[config.mk]
export PLATFORM = sky130hd
export DESIGN_NAME = mem_stage
export DESIGN_NICKNAME = d
export VERILOG_FILES = /design/src/rtl/mem_stage_pkg.sv /design/src/rtl/mem_wb_register.sv /design/src/rtl/mem_stage.sv
export SDC_FILE = /design/constraint.sdc
export NUM_CORES = 1
export LEC_CHECK = 0
export BUFFER_PORTS_ARGS = -buffer_cell sky130_fd_sc_hd__buf_2
export CORE_ASPECT_RATIO = 1.5
export CORE_MARGIN = 1
export CORE_UTILIZATION = 45
export DETAILED_ROUTE_END_ITERATION = 12
export PLACE_DENSITY_LB_ADDON = 0.3
export SLEW_MARGIN = 20
export SYNTH_ARGS = -nofsm -noshare
export SYNTH_HDL_FRONTEND = slang
export SYNTH_SLANG_ARGS = --single-unit
[constraint.sdc]
create_clock -name clk -period 1.92 [get_ports clk]
set_clock_uncertainty 0.2 [all_clocks]
set_input_delay 0.096 -clock clk [delete_from_list [all_inputs] [get_ports clk]]
set_output_delay 0.096 -clock clk [all_outputs]
set_load 0.005 [all_outputs]
[src/rtl/mem_stage_pkg.sv]
// Shared definitions for the memory-access pipeline stage: width defaults,
// FSM state encoding and the writeback data-select encoding.
package mem_stage_pkg;

   localparam int ADDR_W     = 32;
   localparam int DATA_W     = 32;
   localparam int REG_ADDR_W = 5;

   typedef enum logic {
      IDLE = 1'b0,
      REQ  = 1'b1
   } state_t;

   typedef enum logic [1:0] {
      WB_BUBBLE = 2'd0,
      WB_PASS   = 2'd1,
      WB_LOAD   = 2'd2
   } wb_sel_t;

endpackage

[src/rtl/mem_wb_register.sv]
// MEM/WB output registers: bubble, ALU pass-through or load-data select.
// Writes to register 0 are suppressed here so every path gets the same rule.
module mem_wb_register
   import mem_stage_pkg::*;
#(
   parameter int DATA_W     = mem_stage_pkg::DATA_W,
   parameter int REG_ADDR_W = mem_stage_pkg::REG_ADDR_W
) (
   input  logic                  clk,
   input  logic                  reset,
   input  wb_sel_t               i_sel,
   input  logic                  i_is_write,
   input  logic [REG_ADDR_W-1:0] i_reg_d,
   input  logic [DATA_W-1:0]     i_alu_data,
   input  logic [DATA_W-1:0]     i_load_data,
   output logic                  o_is_write,
   output logic [REG_ADDR_W-1:0] o_reg_d,
   output logic [DATA_W-1:0]     o_data
);

   logic w_we_ok;
   assign w_we_ok = i_is_write && (i_reg_d != '0);

   // A bubble only drops the write enable; index and data keep their last value.
   always_ff @(posedge clk or negedge reset) begin
      if (!reset) begin
         o_is_write <= 1'b0;
         o_reg_d    <= '0;
         o_data     <= '0;
      end else begin
         case (i_sel)
            WB_PASS: begin
               o_is_write <= w_we_ok;
               o_reg_d    <= i_reg_d;
               o_data     <= i_alu_data;
            end
            WB_LOAD: begin
               o_is_write <= w_we_ok;
               o_reg_d    <= i_reg_d;
               o_data     <= i_load_data;
            end
            default: o_is_write <= 1'b0;
         endcase
      end
   end

endmodule

[src/rtl/mem_stage.sv]
// Memory-access stage: single-outstanding data-cache handshake, upstream stall,
// MEM/WB result registers. Optional alignment check: MEM_STAGE_ALIGN_CHECK_EN.
module mem_stage
   import mem_stage_pkg::*;
#(
   parameter int ADDR_W     = mem_stage_pkg::ADDR_W,
   parameter int DATA_W     = mem_stage_pkg::DATA_W,
   parameter int REG_ADDR_W = mem_stage_pkg::REG_ADDR_W
) (
   input  logic                  clk,
   input  logic                  reset,
   input  logic                  is_write_in,
   input  logic                  is_load_in,
   input  logic                  is_store_in,
   input  logic [ADDR_W-1:0]     alu_result_in,
   input  logic [DATA_W-1:0]     store_data_in,
   input  logic [REG_ADDR_W-1:0] register_d_in,
   output logic                  stall_out,
   output logic                  dc_req,
   output logic                  dc_we,
   output logic [ADDR_W-1:0]     dc_addr,
   output logic [DATA_W-1:0]     dc_wdata,
   input  logic                  dc_ready,
   input  logic [DATA_W-1:0]     dc_rdata,
   output logic                  wb_is_write_out,
   output logic [REG_ADDR_W-1:0] wb_register_d_out,
   output logic [DATA_W-1:0]     wb_data_out,
   output logic                  misaligned_out
);

   state_t                r_state, w_state_nxt;
   logic                  r_dc_req, r_we, r_is_write, r_misaligned;
   logic [ADDR_W-1:0]     r_addr;
   logic [DATA_W-1:0]     r_wdata;
   logic [REG_ADDR_W-1:0] r_rd;
   logic                  w_is_mem, w_misalign, w_issue, w_stall;
   wb_sel_t               w_wb_sel;
   logic                  w_wb_is_write;
   logic [REG_ADDR_W-1:0] w_wb_rd;

   assign w_is_mem = is_load_in | is_store_in;
`ifdef MEM_STAGE_ALIGN_CHECK_EN
   assign w_misalign = w_is_mem && (alu_result_in[1:0] != 2'b00);
`else
   assign w_misalign = 1'b0;
`endif
   assign w_issue = w_is_mem && !w_misalign;

   always_comb begin
      w_state_nxt = r_state;
      w_stall     = 1'b0;
      w_wb_sel    = WB_BUBBLE;
      case (r_state)
         IDLE: begin
            if (w_issue) begin
               w_state_nxt = REQ;
               w_stall     = 1'b1;
            end else if (!w_is_mem) begin
               w_wb_sel = WB_PASS;
            end
         end
         REQ: begin
            w_stall = !dc_ready;
            if (dc_ready) begin
               w_state_nxt = IDLE;
               w_wb_sel    = r_we ? WB_BUBBLE : WB_LOAD;
            end
         end
         default: w_state_nxt = IDLE;
      endcase
   end

   // Reset must drop the stall immediately even with a memory op on the inputs.
   assign stall_out = reset && w_stall;

   always_ff @(posedge clk or negedge reset) begin
      if (!reset) begin
         r_state      <= IDLE;
         r_dc_req     <= 1'b0;
         r_we         <= 1'b0;
         r_is_write   <= 1'b0;
         r_addr       <= '0;
         r_wdata      <= '0;
         r_rd         <= '0;
         r_misaligned <= 1'b0;
      end else begin
         r_state      <= w_state_nxt;
         r_misaligned <= (r_state == IDLE) && w_misalign;
         if (r_state == IDLE && w_issue) begin
            r_dc_req   <= 1'b1;
            r_we       <= is_store_in;
            r_is_write <= is_write_in;
            r_addr     <= alu_result_in;
            r_wdata    <= store_data_in;
            r_rd       <= register_d_in;
         end else if (r_state == REQ && dc_ready) begin
            r_dc_req <= 1'b0;
         end
      end
   end

   assign dc_req         = r_dc_req;
   assign dc_we          = r_we;
   assign dc_addr        = r_addr;
   assign dc_wdata       = r_wdata;
   assign misaligned_out = r_misaligned;

   assign w_wb_is_write = (r_state == REQ) ? r_is_write : is_write_in;
   assign w_wb_rd       = (r_state == REQ) ? r_rd : register_d_in;

   mem_wb_register #(
      .DATA_W     (DATA_W),
      .REG_ADDR_W (REG_ADDR_W)
   ) u_wb (
      .clk         (clk),
      .reset       (reset),
      .i_sel       (w_wb_sel),
      .i_is_write  (w_wb_is_write),
      .i_reg_d     (w_wb_rd),
      .i_alu_data  (alu_result_in),
      .i_load_data (dc_rdata),
      .o_is_write  (wb_is_write_out),
      .o_reg_d     (wb_register_d_out),
      .o_data      (wb_data_out)
   );

endmodule
Yosys cells after proc, flatten, opt, wreduce, memory -nomap -nowiden
Cells that the tools add are included. Widths: inputs -> output; s select.

Equality and inequality tests: 2. Mux-type cells: 14. Bitwise operators: 2. Reduce and logical (&&, ||, !) cells: 9.

Operators with widths (count): $pmux 32 s2 (1); $mux 1 (7); $mux 5 (1); $reduce_bool 5->1 (1); $logic_and 1x1->1 (4); $mux 2 (2); $pmux 1 s2 (2); $pmux 2 s2 (1); $reduce_bool 2->1 (2); $eq 2x1->1 const B (1); $eq 2x2->1 const B (1); $reduce_or 2->1 (1); $logic_not 1->1 (1); $not 1->1 (1); $or 1x1->1 (1).

Bits in registers: 111. Input bits: 107. Output and inout bits: 106. Logic and storage cells: 37.

Logic depth before layout (Yosys ltp)
Depth in word-level cells: 6. Gate-level depth with buffers: 5.

Modules after synthesis
A second synthesis with hierarchy kept.

Cells, all modules: 328. Area total of the unflattened synthesis: 4692.0 µm².

Modules (own cells, without submodules): mem_stage (instances 1, cells each 171, area an instance 2899.0 µm², seq. area each 1826.8 µm²); mem_wb_register (instances 1, cells each 157, area an instance 1793.0 µm², seq. area each 950.9 µm²).

Worst setup path after synthesis
No wires, ideal clock.

Kind: register to register. Start point: reg r_state. End point: reg u_wb.o_data[3]. Setup time: 122 ps. Arrival time: 1165 ps. Required time: 1598 ps. Setup slack: 433 ps. Cell stages (with the launch flop): 6. Path buffers: 2. Cells stage by stage: dfrtp_1 -> or3_1 -> buf_2 -> buf_2 -> nand2_1 -> a21oi_1.

Cells in the longest elaborated chain, start to end: 4.

Ends and longest elaborated chain: from (decl) (line mem_stage.sv:31) `state_t r_state, w_state_nxt;`; from (signal assigned) (line mem_stage.sv:87) `r_state <= w_state_nxt;`; $not 1->1; $pmux 2 s2 * (line mem_stage.sv:53) `case (r_state)`; $eq 2x2->1 / $eq 2x1->1 (equally long branches) (line mem_wb_register.sv:31) `case (i_sel)`; $pmux 32 s2 / $reduce_bool 2->1 (equally long branches); to (signal assigned) (line mem_wb_register.sv:35) `o_data <= i_alu_data;`; to (signal assigned) (line mem_wb_register.sv:40) `o_data <= i_load_data;`; to (decl) (line mem_wb_register.sv:18) `output logic [DATA_W-1:0] o_data`.

Every way passes the cells marked *; elsewhere a longest branch is shown, timed or not. A chain may end at the register's enable or synchronous reset.

Worst setup path after layout
Start point: in is_store_in. End point: out stall_out.

Cells in the longest elaborated chain, start to end: 4.

Ends and longest elaborated chain: from (decl) (line mem_stage.sv:14) `input logic is_store_in,`; $or 1x1->1 (line mem_stage.sv:41) `assign w_is_mem = is_load_in | is_store_in;`; $mux 1 (line mem_stage.sv:55) `if (w_issue) begin`; $pmux 1 s2 (line mem_stage.sv:53); $logic_and 1x1->1 (line mem_stage.sv:74) `assign stall_out = reset && w_stall;`; to (decl) (line mem_stage.sv:18) `output logic stall_out,`.

No other way between the ends.

==> run summary <==
Vias/cell = 5.25
worst-path fanout max = 9
crit path launch type = input port
H-tree levels = 3
DRC viols = 27
layout cells sized above 1 = 0.357
reg2reg setup slack = 0.26 ns
FF+latch count, synth = 111
Final Wtd Congestion = 0.792
finished layout cell area = 0.00713 sq mm
post-synthesis sequential area ratio = 0.613
part of the cycle the worst path needs = 0.955
Ys Warns = 0
WL per Instance = 17.3 um
Crit. End Element = output port
r2r endpoint = r_is_write$_DFFE_PN0P_
Die H = 125 um
global route overflow = 0
DP Area = 0.00572 sq mm
Layout fillers = 656
RSZ-0062 raised after global routing = false
CTS clock-pin slew for the worst setup and hold paths = 0.07 ns
Synth Instances = 369
Synthesized Nets = 476
crit path DAT = 1.54 ns
post-DP HPWL = 8390 um
CTS buffer count = 9
clk_lat worst skew = 0.34 ns
worst hold path type = in -> async
Max-Cap Viols = 0
WL final = 14,000 um
initial drt markers = 213
failing checks = design-rule violations
Die Wd = 83.9 um
Slew @ Worst Pin = 0.711 ns
num rows = 44
first-pass GRT wire length = 22,500 um
Via Count = 4,229
clock sinks = 111
Max Slew Vio Count = 0
ANT nets after route = 0
setup_tns = 0 ns
Mapped Area = 0.00453 sq mm
antenna diode count = 0
P_leak = 3.48 nW
final-report setup violation count = 0
first-pass detailed-route iteration total = 8
Crit Reg-Reg Startpoint = r_state$_DFF_PN0_
Avg Cell Area, Syn = 12.3 sq um
status = finished with violations
path depth of the worst reg2reg path = 3
final hold violation count = 0
dpl ws = 0.204 ns
final core utilization = 0.732
overall power = 7.39 mW
max_slew headroom = 0.526
buffer count from post-CTS setup fixing = 0
pwr/cell area = 1040 mW/mm^2
TritonCTS clock tree = yes
number of nets in the layout = 792
number of buffers added on ports = 211
All-Layer GR Usage = 0.277
IO Pins = 213
CP required = 1.62 ns
Setup WS post-layout = 0.0868 ns
CP endpoint = stall_out
initial antenna violation count = 0
die area = 0.0105 sq mm
Netlist cell types = 22
CTS Root Cell = clkbuf_16
largest net degree at the start of global routing = 58
vias in the first global route = 4,603
Peak VDD IR = 0.594 mV
worst setup path startpoint = is_store_in
synth-to-layout area growth = 57.4%
Worst Setup Path Type = in -> out
fin crit period = 1.83 ns
Initial Util = 0.465
CTS Buffer Depth = 2
Max Clock Freq = 0.546 GHz
area of the core = 0.00974 sq mm
[how the worst min path moves through the flow]
stage          slack (ns)        from                     endpoint
5_1_grt              0.13       reset  u_wb.o_data[11]$_DFFE_PN0P_
3_3_place_gp        -0.24       reset  u_wb.o_data[14]$_DFFE_PN0P_
6_report             0.10       reset   u_wb.o_data[8]$_DFFE_PN0P_
3_5_place_dp        -0.24       reset   u_wb.o_data[7]$_DFFE_PN0P_
4_1_cts              0.09  is_load_in            r_state$_DFF_PN0_
2_1_floorplan       -0.40       reset       dc_addr[0]$_DFFE_PN0P_
[through the flow]
step,hold slack [ns],cells
2_1_floorplan,-0.400,369
3_3_place_gp,-0.245,683
3_5_place_dp,-0.245,683
4_1_cts,0.0898,805
5_1_grt,0.128,805
6_report,0.101,805
[power by group]
group / switching, mW / internal (mW)
Combinational: 0.931 / 1.04
Clock: 0.832 / 1.28
Sequential: 0.350 / 2.95
[critical path: stages]
cell and delay, ns:
dlygate4sd3_1 0.53, buf_2 0.16, or3_4 0.44, and3_1 0.19
buf_2 0.13
[cells in the mapped netlist, drive strengths merged]
master / n / area share
dfrtp: 111 / 0.61
or3: 1 / 0.0014
nor3: 6 / 0.0066
inv: 1 / 0.00083
a21boi: 1 / 0.0017
clkbuf: 4 / 0.0033
a21oi: 71 / 0.078
nor2: 33 / 0.027
mux2: 71 / 0.18
and3b: 1 / 0.0019
o21bai: 1 / 0.0017
nor4: 2 / 0.0028
buf: 21 / 0.036
conb: 1 / 0.00083
mux2i: 6 / 0.013
and3: 2 / 0.0028
nand2: 34 / 0.029
nand3b: 2 / 0.0033
[per-layer routing]
metal,up-vias,GRT usage,part of all wire
met4,0,0.194,0.060
met3,76,0.0590,0.055
met5,-,0,0
met2,215,0.497,0.54
li1,1904,-,-
met1,2034,0.282,0.35
[registers in the layout, indices dropped and copies added, names as in the netlist]
name             flops
u_wb.o_data         32
u_wb.o_is_write      1
dc_we                1
u_wb.o_reg_d         5
r_state              1
dc_wdata            32
r_rd                 5
r_is_write           1
dc_req               1
dc_addr             32
[placed cells by master (no fill, tap or decap), drive strengths merged, types with 4 or more instances in the layout]
master	count
a21oi	71
buf	224
clkbuf	9
clkinv	4
dfrtp	111
dlygate4sd3	106
mux2	71
mux2i	6
nand2	34
nor2	33
nor3	6
[repair_timing]
item                                    4_1_cts  5_1_grt
pin swaps                                     0        1
hold endpoints to repair                    222        0
hold buffers                                106        0
gates cloned                                  0        0
endpoints found under the setup margin        1        1
gates resized for setup                       1        0
[logic make-up (layout without fill, tap and decap cells)]
logic type	count (synthesis)	count (layout)	share of synthesized area
DFF	111	111	0.613
other	1	1	0.000828
muxes	77	77	0.190
buffers and inverters	26	347	0.0398
and+or+nand+nor	81	81	0.0748
AOI/OAI and AO/OA	73	73	0.0817
[cell type report]
class	instances	area [sq um]	share of cell area
flip-flops and latches	111	2780	0.389
clock inverters	7	121	0.0170
multi-input cells	232	1590	0.223
clock buffers	9	225	0.0316
inverters	1	3.75	0.000526
repair buffers	330	2270	0.318
well taps	115	144	0.0202
No activity file was read; power rests on OpenSTA's default activity.
